==> src/rtl/tdm_pkg.sv <==
// Shared TDM definitions for the demultiplexer and the future TDM mux/transmitter.
// Covers the slot count, the slot index width, the lock FSM encoding and a slot decoder.
package tdm_pkg;

  localparam int NUM_SLOTS = 4;
  localparam int SLOT_W    = 2;

  typedef enum logic {
    HUNT = 1'b0,
    LOCK = 1'b1
  } tdm_state_e;

  // One-hot channel select for a slot index.
  function automatic logic [NUM_SLOTS-1:0] slot_onehot(input logic [SLOT_W-1:0] slot);
    logic [NUM_SLOTS-1:0] sel;
    sel = {{(NUM_SLOTS-1){1'b0}}, 1'b1} << slot;
    return sel;
  endfunction

endpackage

==> src/rtl/tdm_slot_ctrl.sv <==
// Frame alignment control for the TDM demux: lock FSM, next-expected-slot counter and frame-good flag.
// Emits a combinational channel write-enable plus registered frame_valid / sync_err / locked.
module tdm_slot_ctrl
  import tdm_pkg::*;
(
  input  logic                 clk,
  input  logic                 rst,
  input  logic                 in_valid,
  input  logic                 in_sof,
  output logic [NUM_SLOTS-1:0] wr_en,
  output logic                 frame_valid,
  output logic                 sync_err,
  output logic                 locked
);

  tdm_state_e           state_r;
  tdm_state_e           state_nxt_s;
  logic [SLOT_W-1:0]    slot_r;
  logic [SLOT_W-1:0]    slot_nxt_s;
  logic                 fgood_r;
  logic                 fgood_nxt_s;
  logic                 frame_valid_r;
  logic                 frame_valid_nxt_s;
  logic                 sync_err_r;
  logic                 sync_err_nxt_s;
  logic [NUM_SLOTS-1:0] wr_en_s;

  // State, slot counter, frame-good flag and pulse registers.
  always_ff @(posedge clk or posedge rst) begin
    if (rst) begin
      state_r       <= HUNT;
      slot_r        <= {SLOT_W{1'b0}};
      fgood_r       <= 1'b0;
      frame_valid_r <= 1'b0;
      sync_err_r    <= 1'b0;
    end else begin
      state_r       <= state_nxt_s;
      slot_r        <= slot_nxt_s;
      fgood_r       <= fgood_nxt_s;
      frame_valid_r <= frame_valid_nxt_s;
      sync_err_r    <= sync_err_nxt_s;
    end
  end

  // Next-state, slot advance and channel steering for an accepted beat.
  always_comb begin
    state_nxt_s       = state_r;
    slot_nxt_s        = slot_r;
    fgood_nxt_s       = fgood_r;
    frame_valid_nxt_s = 1'b0;
    sync_err_nxt_s    = 1'b0;
    wr_en_s           = {NUM_SLOTS{1'b0}};
    if (in_valid) begin
      case (state_r)
        HUNT: begin
          if (in_sof) begin
            wr_en_s     = slot_onehot(2'd0);
            state_nxt_s = LOCK;
            slot_nxt_s  = 2'd1;
            fgood_nxt_s = 1'b1;
          end else begin
            state_nxt_s = HUNT;
          end
        end
        LOCK: begin
          if (in_sof) begin
            // An SOF anywhere but slot 0 abandons the partial frame and restarts at slot 0.
            sync_err_nxt_s = (slot_r != 2'd0);
            wr_en_s        = slot_onehot(2'd0);
            slot_nxt_s     = 2'd1;
            fgood_nxt_s    = 1'b1;
          end else if (slot_r == 2'd0) begin
            sync_err_nxt_s = 1'b1;
            state_nxt_s    = HUNT;
            fgood_nxt_s    = 1'b0;
          end else begin
            wr_en_s           = slot_onehot(slot_r);
            slot_nxt_s        = slot_r + 2'd1;
            frame_valid_nxt_s = (slot_r == 2'd3) && fgood_r;
          end
        end
        default: begin
          state_nxt_s = HUNT;
          slot_nxt_s  = 2'd0;
          fgood_nxt_s = 1'b0;
        end
      endcase
    end else begin
      state_nxt_s = state_r;
    end
  end

  assign wr_en       = wr_en_s;
  assign frame_valid = frame_valid_r;
  assign sync_err    = sync_err_r;
  assign locked      = (state_r == LOCK);

endmodule

==> src/rtl/tdm_demux_4ch.sv <==
// Four-channel TDM demultiplexer: steers slot-interleaved beats into four held channel registers.
// Alignment tracking lives in tdm_slot_ctrl; this level owns the channel data and valid pulses.
module tdm_demux_4ch
  import tdm_pkg::*;
#(
  parameter int DATA_W = 8
) (
  input  logic              clk,
  input  logic              rst,
  input  logic              in_valid,
  input  logic [DATA_W-1:0] in_data,
  input  logic              in_sof,
  output logic [DATA_W-1:0] out_data0,
  output logic [DATA_W-1:0] out_data1,
  output logic [DATA_W-1:0] out_data2,
  output logic [DATA_W-1:0] out_data3,
  output logic [3:0]        out_valid,
  output logic              frame_valid,
  output logic              locked,
  output logic              sync_err
);

  logic [NUM_SLOTS-1:0] wr_en_s;
  logic [NUM_SLOTS-1:0] out_valid_r;
  logic [DATA_W-1:0]    ch_data_r [NUM_SLOTS];

  tdm_slot_ctrl u_slot_ctrl (
    .clk         (clk),
    .rst         (rst),
    .in_valid    (in_valid),
    .in_sof      (in_sof),
    .wr_en       (wr_en_s),
    .frame_valid (frame_valid),
    .sync_err    (sync_err),
    .locked      (locked)
  );

  // Channel data registers hold their last value; out_valid mirrors the write for one cycle.
  always_ff @(posedge clk or posedge rst) begin
    if (rst) begin
      out_valid_r <= {NUM_SLOTS{1'b0}};
      for (int i = 0; i < NUM_SLOTS; i++) begin
        ch_data_r[i] <= {DATA_W{1'b0}};
      end
    end else begin
      out_valid_r <= wr_en_s;
      for (int i = 0; i < NUM_SLOTS; i++) begin
        if (wr_en_s[i]) begin
          ch_data_r[i] <= in_data;
        end
      end
    end
  end

  assign out_valid = out_valid_r;
  assign out_data0 = ch_data_r[0];
  assign out_data1 = ch_data_r[1];
  assign out_data2 = ch_data_r[2];
  assign out_data3 = ch_data_r[3];

endmodule

==> config.mk <==
export PLATFORM = sky130hd
export DESIGN_NAME = tdm_demux_4ch
export DESIGN_NICKNAME = d
export VERILOG_FILES = /design/src/rtl/tdm_pkg.sv /design/src/rtl/tdm_slot_ctrl.sv /design/src/rtl/tdm_demux_4ch.sv
export SDC_FILE = /design/constraint.sdc
export NUM_CORES = 1
export LEC_CHECK = 0
export CORE_MARGIN = 2
export CORE_UTILIZATION = 60
export CTS_BUF_LIST = sky130_fd_sc_hd__clkbuf_8 sky130_fd_sc_hd__clkbuf_16
export DETAILED_ROUTE_END_ITERATION = 16
export DONT_BUFFER_PORTS = 1
export GPL_TIMING_DRIVEN = 0
export PLACE_DENSITY = 0.77
export SKIP_LAST_GASP = 1
export SYNTH_ARGS = -nofsm -noshare
export SYNTH_HDL_FRONTEND = slang
export SYNTH_SLANG_ARGS = --single-unit
==> constraint.sdc <==
create_clock -name clk -period 1.7 [get_ports clk]
set_input_delay 0.17 -clock clk [delete_from_list [all_inputs] [get_ports clk]]
set_output_delay 0.17 -clock clk [all_outputs]
set_load 0.1 [all_outputs]
Yosys cells after proc, flatten, opt, wreduce, memory -nomap -nowiden
Index checks and enable logic that the tools add are counted.

operators by class
  add/subtract/negate cells = 1
  equal/unequal tests = 4
  shift-type cells = 1
  muxes and demuxes = 25
  bitwise gates (word level) = 1
  reductions and logical operators = 5

operator list
  cell                                                                count
  1-bit 2-to-1 mux                                                    15
  4-bit 2-to-1 mux                                                    3
  4-bit one-hot mux with 2 select lines                               1
  2-bit 2-to-1 mux                                                    3
  3-bit != test (second input constant)                               2
  3-bit AND reduction                                                 2
  1-bit one-hot mux with 2 select lines                               2
  2-bit one-hot mux with 2 select lines                               1
  1-bit by 2-bit << shifter with 4-bit output (first input constant)  1
  2-bit by 1-bit adder with 2-bit output (second input constant)      1
  2-bit == test (second input constant)                               1
  2-bit logical NOT                                                   1
  2-bit != test (second input constant)                               1
  2-bit nonzero test                                                  1
  1-bit logical AND                                                   1
  1-bit NOT                                                           1

word-level totals
  flip-flop bits (word level) = 42
  input bits = 12
  output and inout bits = 39
  logic and storage cells = 47

Depth between registers and ports, before layout
  depth in word-level cells = 6
  depth in mapped cells = 7
  mapped depth without buffers = 7

Modules after synthesis
From an unflattened synthesis, not the netlist that was laid out.

unflattened totals
  cell total of the unflattened synthesis = 107
  area, all modules = 1785.5 sq um

modules (own cells, without submodules)
  module         times used  cells an instance  area each (sq um)  seq. area each (sq um)
  tdm_demux_4ch  1           73                 1430.1             900.9
  tdm_slot_ctrl  1           34                 355.3              150.1

Worst setup path after synthesis
OpenSTA, ideal clock, no wires.

  path kind = reg2reg
  start = register u_slot_ctrl.state_r, in the netlist u_slot_ctrl.locked
  end = register ch_data_r, in the netlist out_data1[4]
  setup time = 128 ps
  arrival time = 1833 ps
  required time = 1572 ps
  setup slack = -261 ps
  stages on the path, launching flop included = 6
  path buffers = 2
  clock period less this slack = 1961 ps
  cells stage by stage = dfrtp_1 buf_6 and3b_1 buf_6 nand2_4 mux2_1

on the way
  longest elaborated chain between the ends = 3

ends and longest elaborated chain
  what                                     RTL line             RTL
  from (decl)                              tdm_slot_ctrl.sv:16  tdm_state_e state_r;
  from (signal assigned)                   tdm_slot_ctrl.sv:37  state_r <= state_nxt_s;
  1-bit NOT                                tdm_slot_ctrl.sv:54  case (state_r)
  4-bit one-hot mux with 2 select lines *  tdm_slot_ctrl.sv:54
  4-bit 2-to-1 mux *                       tdm_slot_ctrl.sv:53  if (in_valid) begin
  to (signal, indexed assignment)          tdm_demux_4ch.sv:43  ch_data_r[i] <= {DATA_W{1'b0}};
  to (signal, indexed assignment)          tdm_demux_4ch.sv:49  ch_data_r[i] <= in_data;
  to (decl)                                tdm_demux_4ch.sv:25  logic [DATA_W-1:0] ch_data_r [NUM_SLOTS];

Every way passes the cells marked *; elsewhere a longest branch is shown, timed or not.
A chain may end at the register's enable or synchronous reset.

Worst setup path in the final report
  start = register u_slot_ctrl.state_r, in the netlist u_slot_ctrl.locked
  end = register ch_data_r, in the netlist out_data1[0]

Same word-level chain as after synthesis.

==> qor.csv <==
stage,metric,value,unit
clock_tree,clkTransAtPathRegs,80,ps
logic_synthesis,yosys_warnings,0,
logic_synthesis,synth_xor_area_share,0,%
final_layout,num-nets-final,149,
global_route,busiest_layer,met2,
global_route,met1_usage,23.8,%
worst_setup_path,critPathSlowestCell,dfrtp_4,
route,drt-vias-per-instance,5.91,
worst_setup_path,required,1880,ps
route,first_pass_iters,4,
sta,rsz0062_at_grt,true,
logic_synthesis,synth-compound-area-share,3.60,%
final_layout,fin_area,2080,µm²
logic_synthesis,synthesis.nets,133,
route,dr_total_vias,957,
worst_setup_path,max_stage_delay,630,ps
die,die_w,57.8,µm
logic_synthesis,yosysUniqueCellTypes,23,
global_route,grt_pass1_vias,964,
sta,period_share,99.9,%
logic_synthesis,synth-seq-area-share,60.5,%
logic_synthesis,synth_top_family_by_area,multiplexers,
sta,fin_worst_skew,6.96,ps
worst_setup_path,crit_fanout,7,
worst_setup_path,crit_type,register to register,
final_layout,final_common_cell,dfrtp_1,
logic_synthesis,ys_ff_latch,42,
final_layout,drive_gt1_share,45.0,%
route,antenna_left,0,
sta,maxSlewHeadroom,37.8,%
global_route,antenna_found_initial,0,
worst_setup_path,path_delay_family,flip-flops,
die,core,2760,µm²
logic_synthesis,syn_area,1740,µm²
final_layout,diodes,0,
final_layout,final_cell_mix,"dfrtp_1, mux2_4, inv_1, mux2_2, ha_1",
flow_run,drv_cap,0,
sta,setup_viol,0,
min_path,hp-class,input port to register,
logic_synthesis,synth-simple-area-share,5.40,%
worst_setup_path,cp.depth,5,
global_route,grt_usage,19.0,%
worst_setup_path,cp.arrival,1870,ps
route,drtIter0Drc,13,
worst_setup_path,path_buf_inv,2,
place,dp_hpwl,1.90,mm
clock_tree,h-tree-depth,2,
sta,slew_violations,0,
die,pin_count,51,
clock_tree,cts_buffers,5,
die,row_count,19,
sta,clock.fmax,0.589,GHz
global_route,use_met3,8.48,%
clock_tree,cts-root-buf,clkbuf_8,
sta,worst_pin_slew,934,ps
clock_tree,cts_sinks,42,
global_route,grt_first_pass_wirelength,4.62,mm
status,status,"finished, final reports clean",
sta,hold_violations,0,
route,avgRoutedWirePerCell,20.4,µm
sta,fin_hold_ws,16.6,ps
global_route,grt_max_degree,43,
clock_tree,clk_latency,290,ps
die,die_h,57.8,µm
die,design.die.area,3340,µm²
worst_setup_path,cp-end-kind,register,
place,gp_congestion,0.756,
clock_tree,clockBufferDepth,2,
worst_setup_path,cp-start-kind,register,
place,dpl-instance-area,1780,µm²
logic_synthesis,yosys.area_share.adder,5.04,%
worst_setup_path,worstPathCellList,"buf_6, and3b_2, buf_12, nand2_8, mux2_4",
place,io_buffers,0,
route,routed_wl,3.30,mm
worst_setup_path,worstRegToRegCells,5,
logic_synthesis,netlist_instances,114,
clock_tree,cts_tree,done,
sta,fin_crit,1700,ps
global_route,grtUsageMet2,28.4,%
final_layout,finish.utilization,75.6,%
die,start_util,63.0,%
logic_synthesis,avgSynthCellArea,15.2,µm²
route,post-route-drc-count,0,
global_route,globalRoute.totalOverflow,0,
min_path,holdPathStages,1,
logic_synthesis,synthMuxAreaShare,21.8,%
sta,finalSetupTns,0,ps
final_layout,areaGrowthSynthToFinish,19.9,%
worst register-to-register path, delay by kind of cell, from the launching register on:
family,cells,cell delay [ps]
simple gates,2,310
buf+inv,2,340
mux,1,310
flops,1,630
sequential cells by signal (all words and copies together), names as in the netlist:
register                 cells
u_slot_ctrl.fgood_r          1
u_slot_ctrl.slot_r           2
u_slot_ctrl.sync_err         1
out_data2                    8
u_slot_ctrl.locked           1
out_data0                    8
out_data3                    8
out_data1                    8
u_slot_ctrl.frame_valid      1
out_valid                    4
synthesized netlist by cell type, drive strengths merged:
master	n	area, µm²
ha	7	87.6
a21boi	1	7.51
a31oi	1	6.26
and3	1	7.51
a2bb2oi	1	8.76
dfrtp	42	1050
o22a	1	8.76
mux2	32	379
nand2	6	53.8
o22ai	1	6.26
nor2	1	3.75
inv	9	33.8
a21oi	4	20.0
o21ai	1	5.00
buf	3	30.0
and4	1	10.0
and3b	2	18.8
layout make-up:
type                    instances  area, µm²
flip-flops and latches         42       1050
repair buffers                  6       50.0
fillers                       152        673
well taps                      31       38.8
multi-input cells              63        773
inverters                       9       33.8
clock inverters                 2       12.5
clock buffers                   6       82.6
plain buffers                   3       38.8
metrics by stage:
step           instances  setup slack (ps)
6_report             162              1.06
5_1_grt              162             -33.5
4_1_cts              156             -5.53
3_5_place_dp         145             -89.5
3_3_place_gp         145             -66.1
2_1_floorplan        114              16.6
worst paths after layout:
path,startpoint,slack [ps],endpoint
max,u_slot_ctrl.locked,1,out_data1[0]
max reg2reg,u_slot_ctrl.locked,1,out_data1[0]
max in group asynchronous,rst,610,u_slot_ctrl.locked
min in group asynchronous,rst,490,out_data1[1]
min reg2reg,u_slot_ctrl.fgood_r,580,u_slot_ctrl.fgood_r
min,in_data[1],20,out_data1[1]
cell families (layout without fill, tap and decap cells):
group	count (synthesis)	in the layout
multiplexers	32	32
flip-flops	42	42
AO/OA/AOI/OAI	10	10
buffers and inverters	12	26
adder cells (fa/ha/maj)	7	7
AND/OR/NAND/NOR	11	14
routing by layer:
| metal | vias up | wire (µm) |
|---|---|---|
| met5 | - | 0 |
| met1 | 470 | 1370 |
| met4 | 0 | 44 |
| li1 | 437 | - |
| met3 | 7 | 285 |
| met2 | 43 | 1600 |
what timing repair did:
action	in CTS	in global routing
endpoints found under the setup margin	24	23
hold buffers	2	0
setup buffers	1	3
resized for setup	3	25
pin swaps	2	2
cloned	0	3
endpoints found under the hold margin	43	0
Power is not shown: default switching activity piles up to over one toggle a cycle in this logic, so the estimate is an artifact.
